## config.mk

```make
export PLATFORM = sky130hd
export DESIGN_NAME = song_sequencer
export DESIGN_NICKNAME = d
export VERILOG_FILES = /design/src/rtl/song_sequencer.sv
export SDC_FILE = /design/constraint.sdc
export NUM_CORES = 1
export LEC_CHECK = 0
export ABC_AREA = 1
export CORE_AREA = 2 2 85 87
export DETAILED_ROUTE_END_ITERATION = 12
export DIE_AREA = 0 0 87 89
export PLACE_DENSITY = 0.88
export SETUP_SLACK_MARGIN = 0.2
export SYNTH_ARGS = -nofsm -noshare
export SYNTH_HDL_FRONTEND = slang
export SYNTH_SLANG_ARGS = --single-unit
export TNS_END_PERCENT = 1
```

## constraint.sdc

```tcl
create_clock -name clk -period 2.4 [get_ports clk]
set_clock_uncertainty 0.1 [all_clocks]
set_input_delay 0.48 -clock clk [delete_from_list [all_inputs] [get_ports clk]]
set_output_delay 0.48 -clock clk [all_outputs]
set_load 0.02 [all_outputs]
```

## src/rtl/song_sequencer.sv

```systemverilog
// Song sequencer: fetches {dur, note, shift} words from song memory and plays
// them on a buzzer at a beat-tick rate, with pause, stop, loop and end markers.
module song_sequencer #(
  parameter int unsigned NOTE_W    = 8,
  parameter int unsigned SHIFT_W   = 2,
  parameter int unsigned DUR_W     = 4,
  parameter int unsigned ADDR_W    = 8,
  parameter int unsigned TICK_DIV  = 25_000_000,
  parameter int unsigned GAP_TICKS = 1
) (
  input  logic                              clk,
  input  logic                              rst,
  input  logic                              start,
  input  logic                              stop,
  input  logic                              pause,
  input  logic                              loop_en,
  input  logic [ADDR_W-1:0]                 song_len,
  output logic                              mem_rd_en,
  output logic [ADDR_W-1:0]                 mem_addr,
  input  logic                              mem_valid,
  input  logic [DUR_W+NOTE_W+SHIFT_W-1:0]   mem_data,
  output logic [NOTE_W-1:0]                 note_out,
  output logic [SHIFT_W-1:0]                shift_out,
  output logic                              busy,
  output logic                              done
);

  localparam int unsigned WORD_W  = DUR_W + NOTE_W + SHIFT_W;
  localparam int unsigned PRESC_W = $clog2(TICK_DIV);
  localparam int unsigned GAP_W   = $clog2(GAP_TICKS + 1);
  localparam int unsigned CNT_W   = (GAP_W > DUR_W) ? GAP_W : DUR_W;
  localparam logic [PRESC_W-1:0] PRESC_MAX = PRESC_W'(TICK_DIV - 1);
  localparam logic [CNT_W-1:0]   GAP_LAST  = CNT_W'(GAP_TICKS - 1);

  typedef enum logic [2:0] {
    ST_IDLE, ST_FETCH, ST_WAIT, ST_PLAY, ST_GAP, ST_DONE
  } state_t;

  state_t              state_q, state_d;
  logic [ADDR_W-1:0]   addr_q, addr_d, len_q, len_d;
  logic [DUR_W-1:0]    dur_q, dur_d;
  logic [NOTE_W-1:0]   note_q, note_d;
  logic [SHIFT_W-1:0]  shift_q, shift_d;
  logic [PRESC_W-1:0]  presc_q, presc_d;
  logic [CNT_W-1:0]    ticks_q, ticks_d;
  logic                play_q;

  logic [DUR_W-1:0]    word_dur_c;
  logic [CNT_W-1:0]    last_tick_c;
  logic                period_end_c, last_word_c, timing_c, go_next_c, go_end_c;

  assign word_dur_c   = mem_data[WORD_W-1 -: DUR_W];
  assign last_tick_c  = (state_q == ST_GAP) ? GAP_LAST : CNT_W'(dur_q) - CNT_W'(1);
  assign period_end_c = (presc_q == PRESC_MAX) && (ticks_q == last_tick_c);
  assign last_word_c  = (addr_q == len_q - ADDR_W'(1));
  assign timing_c     = ((state_q == ST_PLAY) || (state_q == ST_GAP)) && !pause;

  always_comb begin
    state_d   = state_q;
    addr_d    = addr_q;
    len_d     = len_q;
    dur_d     = dur_q;
    note_d    = note_q;
    shift_d   = shift_q;
    presc_d   = presc_q;
    ticks_d   = ticks_q;
    go_next_c = 1'b0;
    go_end_c  = 1'b0;

    // Beat timing: prescaler rolls over into the tick counter; frozen while paused.
    if (timing_c && !period_end_c) begin
      if (presc_q == PRESC_MAX) begin
        presc_d = '0;
        ticks_d = ticks_q + CNT_W'(1);
      end else begin
        presc_d = presc_q + PRESC_W'(1);
      end
    end

    unique case (state_q)
      ST_IDLE: begin
        if (start && !stop) begin
          addr_d  = '0;
          len_d   = song_len;
          state_d = (song_len == '0) ? ST_DONE : ST_FETCH;
        end
      end
      ST_FETCH: state_d = ST_WAIT;
      ST_WAIT: begin
        if (mem_valid) begin
          dur_d   = word_dur_c;
          note_d  = mem_data[SHIFT_W +: NOTE_W];
          shift_d = mem_data[SHIFT_W-1:0];
          if (word_dur_c != '0) begin
            state_d = ST_PLAY;
            presc_d = '0;
            ticks_d = '0;
          end else begin
            go_end_c = 1'b1;
          end
        end
      end
      ST_PLAY: begin
        if (timing_c && period_end_c) begin
          if (GAP_TICKS != 0) begin
            state_d = ST_GAP;
            presc_d = '0;
            ticks_d = '0;
          end else begin
            go_next_c = 1'b1;
          end
        end
      end
      ST_GAP:  if (timing_c && period_end_c) go_next_c = 1'b1;
      ST_DONE: state_d = ST_IDLE;
      default: state_d = ST_IDLE;
    endcase

    if (go_next_c) begin
      if (last_word_c) begin
        go_end_c = 1'b1;
      end else begin
        addr_d  = addr_q + ADDR_W'(1);
        state_d = ST_FETCH;
      end
    end

    // End of song: either rewind for another pass or finish.
    if (go_end_c) begin
      if (loop_en) begin
        addr_d  = '0;
        state_d = ST_FETCH;
      end else begin
        state_d = ST_DONE;
      end
    end

    if (stop) state_d = ST_IDLE;
  end

  always_ff @(posedge clk) begin
    if (rst) begin
      state_q   <= ST_IDLE;
      addr_q    <= '0;
      len_q     <= '0;
      dur_q     <= '0;
      note_q    <= '0;
      shift_q   <= '0;
      presc_q   <= '0;
      ticks_q   <= '0;
      play_q    <= 1'b0;
      mem_rd_en <= 1'b0;
      busy      <= 1'b0;
      done      <= 1'b0;
      shift_out <= '0;
    end else begin
      state_q   <= state_d;
      addr_q    <= addr_d;
      len_q     <= len_d;
      dur_q     <= dur_d;
      note_q    <= note_d;
      shift_q   <= shift_d;
      presc_q   <= presc_d;
      ticks_q   <= ticks_d;
      play_q    <= (state_d == ST_PLAY);
      mem_rd_en <= (state_d == ST_FETCH);
      busy      <= (state_d != ST_IDLE);
      done      <= (state_d == ST_DONE);
      shift_out <= (state_d == ST_PLAY) ? shift_d : '0;
    end
  end

  assign mem_addr = addr_q;
  // Pause silences the buzzer in the very cycle it is asserted.
  assign note_out = (play_q && !pause) ? note_q : '0;

endmodule

```

=== Word level (Yosys, flattened, before mapping) ===
Cells that the tools add are included.
Widths: inputs -> output; s select.

* Bits of input ports: 29
* Output and inout port bits: 21
* Word-level logic and storage cells: 86
* Bits in registers: 68

* Muxes and demuxes: 40
* Bitwise logic cells: 1
* Equality and inequality tests: 10
* $add $sub $neg: 5
* Reductions and logical operators: 17

{| class="wikitable"
|+ Operator list
! cell !! count
|-
| $mux 25 || 5
|-
| $mux 8 || 7
|-
| $pmux 25 s2 || 1
|-
| $mux 3 || 10
|-
| $add 25x1->25 const B || 1
|-
| $eq 25x25->1 const B || 1
|-
| $mux 4 || 6
|-
| $pmux 3 s5 || 1
|-
| $eq 3x2->1 const B || 3
|-
| $add 8x1->8 const B || 1
|-
| $eq 8x8->1 || 1
|-
| $logic_not 8->1 || 1
|-
| $pmux 4 s2 || 1
|-
| $sub 8x1->8 const B || 1
|-
| $mux 1 || 7
|-
| $eq 3x1->1 const B || 2
|-
| $eq 3x3->1 const B || 2
|-
| $logic_and 1x1->1 || 6
|-
| $add 4x1->4 const B || 1
|-
| $eq 4x4->1 || 1
|-
| $mux 2 || 2
|-
| $reduce_and 2->1 || 2
|-
| $reduce_bool 4->1 || 1
|-
| $sub 4x1->4 const B || 1
|-
| other kinds (6) || 8
|}

=== Depth between registers and ports, before layout ===
* Depth after elaboration: 14
* Depth in mapped cells: 18
* Depth with buffers taken out: 18

=== Worst setup path after synthesis ===
No wires, ideal clock.

* Kind: reg-to-reg
* Start point: register dur_q[0]
* End point: register addr_q[6] (netlist: mem_addr[6])
* Clock period less this slack: 2.036 ns
* Buffers on the path: 1
* Data required time: 2.190 ns
* Arrival time: 1.826 ns
* Library setup time: 0.110 ns
* Path slack: 0.364 ns
* Cell stages (with the launch flop): 18
* Path through: dfxtp_1 -> inv_1 -> ha_1 -> nand2_1 -> inv_1 -> nor2_1 -> nand2_1 -> nand2_1 -> nand2_1 -> nor2_2 -> nand4_2 -> nor2_4 -> nand2_2 -> buf_6 -> nor2_1 -> nand2_1 -> nand2_1 -> nor2_1

* Cells in the longest elaborated chain, start to end: 10
* Elaborated cells between the ends (all ways): 11
* Those cells by class: add/sub (1); eq/ne (1); mux (7); reduce/logical (2)

{| class="wikitable"
|+ Ends and longest elaborated chain
! item !! RTL line !! source
|-
| start: declaration || 41 || <nowiki>logic [DUR_W-1:0] dur_q, dur_d;</nowiki>
|-
| start signal: assignment || 160 || <nowiki>dur_q <= dur_d;</nowiki>
|-
| $sub 4x1->4 * || 53 || <nowiki>assign last_tick_c = (state_q == ST_GAP) ? GAP_LAST : CNT_W'(dur_q) - CNT_W'(1);</nowiki>
|-
| $mux 4 * || 53 ||
|-
| $eq 4x4->1 * || 54 || <nowiki>assign period_end_c = (presc_q == PRESC_MAX) && (ticks_q == last_tick_c);</nowiki>
|-
| $logic_and 1x1->1 * || 54 ||
|-
| $logic_and 1x1->1 * || 104, 114 ||
|-
| $mux 1 * || 114 || <nowiki>ST_GAP: if (timing_c && period_end_c) go_next_c = 1'b1;</nowiki>
|-
| $mux 1 * || -- ||
|-
| $mux 8 || 119 || <nowiki>if (go_next_c) begin</nowiki>
|-
| $mux 8 || 130 || <nowiki>if (loop_en) begin</nowiki>
|-
| $mux 8 * || 129 || <nowiki>if (go_end_c) begin</nowiki>
|-
| end signal: assignment || 158 || <nowiki>addr_q <= addr_d;</nowiki>
|-
| end: declaration || 40 || <nowiki>logic [ADDR_W-1:0] addr_q, addr_d, len_q, len_d;</nowiki>
|}

Mark *: on every way between the ends. The rest lies on a longest branch, timed or not.
A chain may end at the register's enable or synchronous reset.

=== Worst setup path in the final report ===
* Start point: register presc_q[7]
* End point: register presc_q[24]

* Cells in the longest elaborated chain, start to end: 8
* Elaborated cells between the ends (all ways): 12
* Those cells by class: add/sub (1); eq/ne (1); mux (6); reduce/logical (4)

{| class="wikitable"
|+ Ends and longest elaborated chain
! item !! RTL line !! source
|-
| start: declaration || 44 || <nowiki>logic [PRESC_W-1:0] presc_q, presc_d;</nowiki>
|-
| start signal: assignment || 163 || <nowiki>presc_q <= presc_d;</nowiki>
|-
| branches (longest 7 deep; another with $add 25x1->25) || -- ||
|-
| $pmux 25 s2 * || 80 || <nowiki>unique case (state_q)</nowiki>
|}

Every way passes the cells marked *.

==> results.py <==
metrics = {
    "timing": {
        "fin_ws_ns": 0.231,
        "totalNegativeSetupSlack_ns": 0,
        "max_freq_mhz": 461,
        "final_hold_viol_count": 0,
        "final_period_minus_worst_setup_slack_ns": 2.17,
        "worst_slew_pin_slew_ns": 0.500,
        "finalSetupViolCount": 0,
        "maxSlewHeadroom_pct": 66.4,
        "grt_setup_unrepaired": "yes",
        "layout_worst_path_cycle_share_pct": 90.4,
        "finalMaxSlewViolations": 0,
    },
    "setup_path": {
        "cell_chain_of_the_critical_path": "nand2_1 -> nor3_1 -> inv_1 -> nor4_1 -> nand3_1 -> inv_2 -> nand2_1 -> nand2_1 -> nand2_1 -> nor2_1",
        "crit_arrival_ns": 2.37,
        "critPathLaunchType": "flip-flop",
        "ff2ff_path_depth": 10,
        "timing.critical_path.mode_cell": "sky130_fd_sc_hd__nand2_1",
        "worstSetupPathType": "reg -> reg",
        "cp_max_fo": 6,
        "cp.required_ns": 2.60,
        "max_stage_delay_cell_worst_path": "sky130_fd_sc_hd__nor3_1",
        "end_kind": "flip-flop",
        "cp_slowest_stage_delay_ns": 0.41,
    },
    "detailed_routing": {
        "dr_wl_cell_um": 13.5,
        "viasPerCell": 5.41,
        "detail-route-antenna-nets": 0,
        "wl_um": 9420,
        "firstDrtPassIters": 5,
        "drc": 0,
        "detailedRoute.firstIterationViolations": 240,
        "vias": 3770,
    },
    "global_route": {
        "grt_max_degree": 19,
        "grt_usage_pct": 23.8,
        "grt.overflow.total": 0,
        "wire_length_of_the_first_global_routing_pass_um": 14700,
        "initial_antenna_violation_count": 0,
        "vias_in_the_first_global_route": 3509,
    },
    "floorplan": {
        "row_count": 30,
        "die-width_um": 87,
        "die_area_um2": 7740,
        "io-pin-count": 50,
        "fp.coreArea_um2": 6720,
        "chipHeight_um": 89,
        "initial_core_util_pct": 55.0,
    },
    "logic_synthesis": {
        "synth_cells": 536,
        "post_synth.cell_area_avg_um2": 6.89,
        "synth.cell_area_um2": 3690,
        "synthesis_warnings": 0,
        "ys_dominant_reg_cell": "sky130_fd_sc_hd__dfxtp_1",
        "netlist-cell-type-count": 36,
        "synth_edf_count": 0,
        "ys_seq_elements": 68,
        "postSynthNetCount": 570,
        "seq_area_frac_synth_pct": 36.9,
        "synth-async-reset-ratio_pct": 0,
    },
    "worst_hold_path": {
        "hold_depth": 2,
        "hold_class": "reg -> reg",
    },
    "placement": {
        "pre_cts_slack_ns": -0.0727,
        "placement.io_buffers": 49,
        "place_hpwl_um": 6390,
        "gp_routability_congestion": 0.930,
        "placedCellCount": 667,
    },
    "clock_tree": {
        "path_clk_slew_ns": 0.08,
        "cts_buffer_depth": 2,
        "clock_tree_from_tritoncts": "built",
        "cts.htree.levels": 3,
        "tritoncts.num_buffers": 9,
        "clock-root-buffer": "sky130_fd_sc_hd__clkbuf_8",
        "worst_skew_pair.late_latency_ns": 0.36,
        "cts_sinks": 68,
    },
    "power": {
        "power.sequential.fraction_pct": 47.2,
        "switching_power_mw": 0.584,
        "power.leakage_nw": 1.97,
        "power-per-cell-area_nw_per_um2": 514,
        "max-vdd-ir-drop_mv": 0.426,
        "combinationalPowerShare_pct": 8.5,
        "p_total_mw": 2.44,
        "internal-power_mw": 1.85,
        "clkPwrFrac_pct": 44.4,
        "netSwitchingFraction_pct": 24.0,
    },
    "cells_and_area": {
        "number_of_diodes_added_for_antenna_fixing": 0,
        "area.growth.synth_to_final_pct": 28.5,
        "layoutNonFillerInstCount": 697,
        "final_util_pct": 70.6,
        "final_nets": 646,
        "final_layout_size_suffix_gt1_share_pct": 16.4,
        "fillerInstances": 489,
    },
    "outcome": {
        "result_of_the_run": "completed",
    },
    "job": {
        "maxCapViolCount": 0,
    },
}
[path summary, 6_finish.rpt]
path                            slack [ns]                   start                     end
worst min register to register        0.36  note_q[3]$_SDFFE_PP0P_  note_q[3]$_SDFFE_PP0P_
worst max-delay path                  0.23   presc_q[7]$_SDFF_PP0_  presc_q[24]$_SDFF_PP0_
worst max register to register        0.23   presc_q[7]$_SDFF_PP0_  presc_q[24]$_SDFF_PP0_
worst min-delay path                  0.36  note_q[3]$_SDFFE_PP0P_  note_q[3]$_SDFFE_PP0P_
[area by class of cell]
cell class | instances | area [µm²] | share of cell area, %
Clock inverter | 6 | 87.6 | 1.85
Tap cell | 80 | 100 | 2.11
Sequential cell | 68 | 1370 | 28.8
Clock buffer | 10 | 138 | 2.90
Timing Repair Buffer | 76 | 706 | 14.9
Multi-Input combinational cell | 385 | 2070 | 43.7
Inverter | 72 | 275 | 5.80
[critical path: cells and delay by family, from the launching register on]
kind	cells	cell delay [ns]
buffers and inverters	2	0.32
DFF	1	0.40
and+or+nand+nor	8	1.28
[cells in the mapped netlist, types with 2 or more instances]
cell                        n  area, µm²
sky130_fd_sc_hd__a21oi_1   32        160
sky130_fd_sc_hd__buf_1      2       7.51
sky130_fd_sc_hd__buf_6      2       22.5
sky130_fd_sc_hd__clkbuf_1   5       18.8
sky130_fd_sc_hd__dfxtp_1   68       1360
sky130_fd_sc_hd__ha_1       5       62.6
sky130_fd_sc_hd__inv_1     67        251
sky130_fd_sc_hd__inv_2      5       18.8
sky130_fd_sc_hd__mux2i_1    3       30.0
sky130_fd_sc_hd__nand2_1   96        360
sky130_fd_sc_hd__nand2_2    8       50.1
sky130_fd_sc_hd__nand3_1   32        160
sky130_fd_sc_hd__nand3_2    4       40.0
sky130_fd_sc_hd__nand3b_1   3       22.5
sky130_fd_sc_hd__nand4_1   12       75.1
sky130_fd_sc_hd__nor2_1    93        349
sky130_fd_sc_hd__nor2_2     3       18.8
sky130_fd_sc_hd__nor2_4     5       56.3
sky130_fd_sc_hd__nor3_1    10       50.1
sky130_fd_sc_hd__nor3_2     3       30.0
sky130_fd_sc_hd__nor3b_1    8       60.1
sky130_fd_sc_hd__nor4_1     5       31.3
sky130_fd_sc_hd__o21a_1     2       15.0
sky130_fd_sc_hd__o21ai_0   29        145
sky130_fd_sc_hd__o21ai_1    5       25.0
sky130_fd_sc_hd__xnor2_1    5       43.8
sky130_fd_sc_hd__xor2_1    15        131
[placed cells by master, fill, tap and decap left out, types with 5 or more instances in the layout]
| cell type | n |
|---|---|
| sky130_fd_sc_hd__a21oi_1 | 30 |
| sky130_fd_sc_hd__buf_4 | 24 |
| sky130_fd_sc_hd__clkbuf_8 | 10 |
| sky130_fd_sc_hd__clkdlybuf4s50_1 | 41 |
| sky130_fd_sc_hd__dfxtp_1 | 64 |
| sky130_fd_sc_hd__dlygate4sd2_1 | 6 |
| sky130_fd_sc_hd__inv_1 | 63 |
| sky130_fd_sc_hd__inv_2 | 7 |
| sky130_fd_sc_hd__nand2_1 | 92 |
| sky130_fd_sc_hd__nand2_2 | 9 |
| sky130_fd_sc_hd__nand3_1 | 30 |
| sky130_fd_sc_hd__nand3_2 | 6 |
| sky130_fd_sc_hd__nand4_1 | 12 |
| sky130_fd_sc_hd__nor2_1 | 86 |
| sky130_fd_sc_hd__nor2_2 | 7 |
| sky130_fd_sc_hd__nor2_4 | 8 |
| sky130_fd_sc_hd__nor3_1 | 9 |
| sky130_fd_sc_hd__nor3b_1 | 8 |
| sky130_fd_sc_hd__nor4_1 | 5 |
| sky130_fd_sc_hd__o21ai_0 | 29 |
| sky130_fd_sc_hd__o21ai_1 | 5 |
| sky130_fd_sc_hd__xnor2_1 | 5 |
| sky130_fd_sc_hd__xor2_1 | 15 |
[power by group through the flow]
| stage | clock [mW] | combinational (mW) | sequential [mW] |
|---|---|---|---|
| 6_report | 1.08 | 0.206 | 1.15 |
| 5_1_grt | 1.13 | 0.231 | 1.15 |
| 4_1_cts | 1.09 | 0.198 | 1.15 |
| 3_5_place_dp | 0 | 0.196 | 1.18 |
| 3_3_place_gp | 0 | 0.191 | 1.18 |
| 2_1_floorplan | 0 | 0.113 | 1.18 |
[layer usage]
metal / track usage, % / vias up / routed length [µm]
met1: 26.8 / 1742 / 3910
met2: 41.6 / 130 / 4690
met5: 0 / - / 0
met4: 12.6 / 0 / 301
met3: 5.72 / 26 / 519
li1: - / 1872 / -
[cell families (layout without fill, tap and decap cells)]
logic type / after synthesis / count (layout) / synth area share, %
DFF: 68 / 68 / 36.9
adders and majority gates: 5 / 5 / 1.69
muxes: 3 / 3 / 0.813
buffers and inverters: 83 / 164 / 9.25
AOI/OAI and AO/OA: 71 / 71 / 10.2
and+or+nand+nor: 286 / 286 / 36.4
xor gates and xnor gates: 20 / 20 / 4.74
[stage by stage]
stage | hold WS [ns] | area [µm²]
5_1_grt | 0.383 | 4740
3_5_place_dp | 0.349 | 4310
3_3_place_gp | 0.344 | 4310
2_1_floorplan | 0.330 | 3690
4_1_cts | 0.360 | 4540
6_report | 0.355 | 4740
[flip-flops by register name, summed over array words and instances, names as in the netlist, 3 cells and up]
signal    flops
ticks_q       4
state_q       3
len_q         8
dur_q         4
presc_q      25
mem_addr      8
note_q        8
[timing repair]
item | in CTS | in global routing
cloned | 0 | 0
gates resized for setup | 14 | 31
buffers inserted | 0 | 14
endpoints found under the setup margin | 21 | 45
pin swaps | 0 | 14
endpoints found under the hold margin | 0 | 0
hold buffers | 0 | 0
Note: power is estimated with default switching activity, not from simulation.
==> edit (same settings) <==
Encoding of `state_t`: now one-hot (6 bits for 6 states).
--- a/src/rtl/song_sequencer.sv
+++ b/src/rtl/song_sequencer.sv
@@ -32,8 +32,8 @@
   localparam logic [PRESC_W-1:0] PRESC_MAX = PRESC_W'(TICK_DIV - 1);
   localparam logic [CNT_W-1:0]   GAP_LAST  = CNT_W'(GAP_TICKS - 1);
 
-  typedef enum logic [2:0] {
-    ST_IDLE, ST_FETCH, ST_WAIT, ST_PLAY, ST_GAP, ST_DONE
+  typedef enum logic [5:0] {
+    ST_IDLE = 6'b000001, ST_FETCH = 6'b000010, ST_WAIT = 6'b000100, ST_PLAY = 6'b001000, ST_GAP = 6'b010000, ST_DONE = 6'b100000
   } state_t;
 
   state_t              state_q, state_d;
Formal check against the unedited RTL: same outputs for any inputs over 10 cycles, from zero or initial values and one cycle with rst high; not proved beyond that.
==> edit against the original RTL <==
- worst hold slack gained 2.0 ps
- cell area up 6.5%
- wire length increased by 9.7%
- total power fell by 4.9%
- critical path depth is 5 lower
- clock power down 15%
- via count rose by 11%
- final cell count rose by 8.5%
- synthesized area up 9.4%
- first-iteration DRC count fell by 21%
- setup slack worse by 26 ps
- sequential cell count rose by 3
- critical path type is now input pin to output port
- largest cell class unchanged
==> edit: results (changes against the original RTL) <==
Place
  • Post-DP Area: 4726 µm² (+9.7%)
  • Dpl ws: -82.77 ps (-10.04 ps)
  • Placed insts: 731 (+9.6%)
  • Post-DP HPWL: 7556 µm (+18%)
  • Placer congestion estimate: 0.9533 (+2.5%)

Global route
  • Global Route Usage Sum: 27.64% (+3.9 points)
  • Largest net degree at the start of global routing: 28 (+9)
  • GR Util met2: 48.44% (+6.8 points)

Worst setup path
  • Crit Path Max Fanout: 8 (+2)
  • CP delay by family, top: buffers and inverters
  • WP data arrival: 1610 ps (-760 ps)

Logic synthesis
  • Post-synthesis mux area share: 0% (-0.81 points)
  • Largest cells by area after synthesis: dfxtp_1 35%, nand2_1 11%, nor2_1 7.5%
  • Xor/xnor share of the synthesized area: 5.636% (+0.89 points)
  • Synthesized net count: 629 (+10%)
  • Sequential-to-total area share from yosys stat: 35.18% (-1.7 points)
  • Synth Area in Adders: 1.548% (-0.15 points)
  • Gate Count Post-Synth: 595 (+11%)

Finish
  • Final net count: 705 (+9.1%)
  • Util after Layout: 75.21% (+4.6 points)
  • Final Non-Filler Cells: 756 (+8.5%)
  • FILL cells: 492 (+0.61%)
  • Layout cells sized above 1: 15.83% (-0.54 points)

Timing
  • Worst Tran Pin Value: 440.8 ps (-59.56 ps)

Drt
  • Met1 Wirelength: 4210 µm (+7.6%)
  • DR WL/cell: 13.67 µm (+1.2%)
  • Met3 routed WL: 527 µm (+1.5%)

Power
  • Sw Pwr: 0.5724 mW (-2.0%)
  • Worst vdd ir: 0.0003699 V (-13%)

Status
  • Status: finished clean
[edit: changes by cell type in the layout (fill, tap and decap cells not counted), moves of 4 or more]
| cell | before | now |
|---|---|---|
| nor3b_1 | 8 | 2 |
| nand4_1 | 12 | 18 |
| dfxtp_1 | 64 | 70 |
| nor2_2 | 7 | 20 |
| inv_1 | 63 | 68 |
| nand2_1 | 92 | 112 |
| nand2_2 | 9 | 4 |
| or2_2 | 0 | 4 |
| nand3_1 | 30 | 47 |
| o21ai_0 | 29 | 37 |
| nor2_1 | 86 | 78 |
| nor3_1 | 9 | 14 |
[edit: power by group through the flow]
stage	clock, mW	combinational, mW	sequential (mW)
after floorplan	0	0.103	1.22
after global placement	0	0.182	1.22
after detailed placement	0	0.190	1.22
after CTS	0.934	0.194	1.20
after global routing	0.984	0.216	1.20
final	0.923	0.199	1.20
[edit: area by class of cell]
| type | instances | area share (%) |
|---|---|---|
| multi-input cells | 433 | 45.85 |
| flip-flops and latches | 71 | 28.15 |
| repair buffers | 76 | 14.09 |
| inverters | 80 | 6.091 |
| clock buffers | 12 | 3.268 |
| well taps | 80 | 1.981 |
| clock inverters | 4 | 0.5694 |
[edit: timing repair]
action / in CTS / in global routing
pin swaps: 2 / 6
buffers inserted: 0 / 9
gates resized for setup: 14 / 23
setup endpoints to repair: 36 / 48
[edit: final timing paths]
kind	depth (start not counted)	to	slack, ps	start
setup reg to reg	13	presc_q[10]$_SDFF_PP0_	230	state_q[2]$_SDFF_PP0_
hold / removal	2	note_q[1]$_SDFFE_PP0P_	360	note_q[1]$_SDFFE_PP0P_
hold reg to reg	2	note_q[1]$_SDFFE_PP0P_	360	note_q[1]$_SDFFE_PP0P_
setup / recovery	5	note_out[1]	210	pause
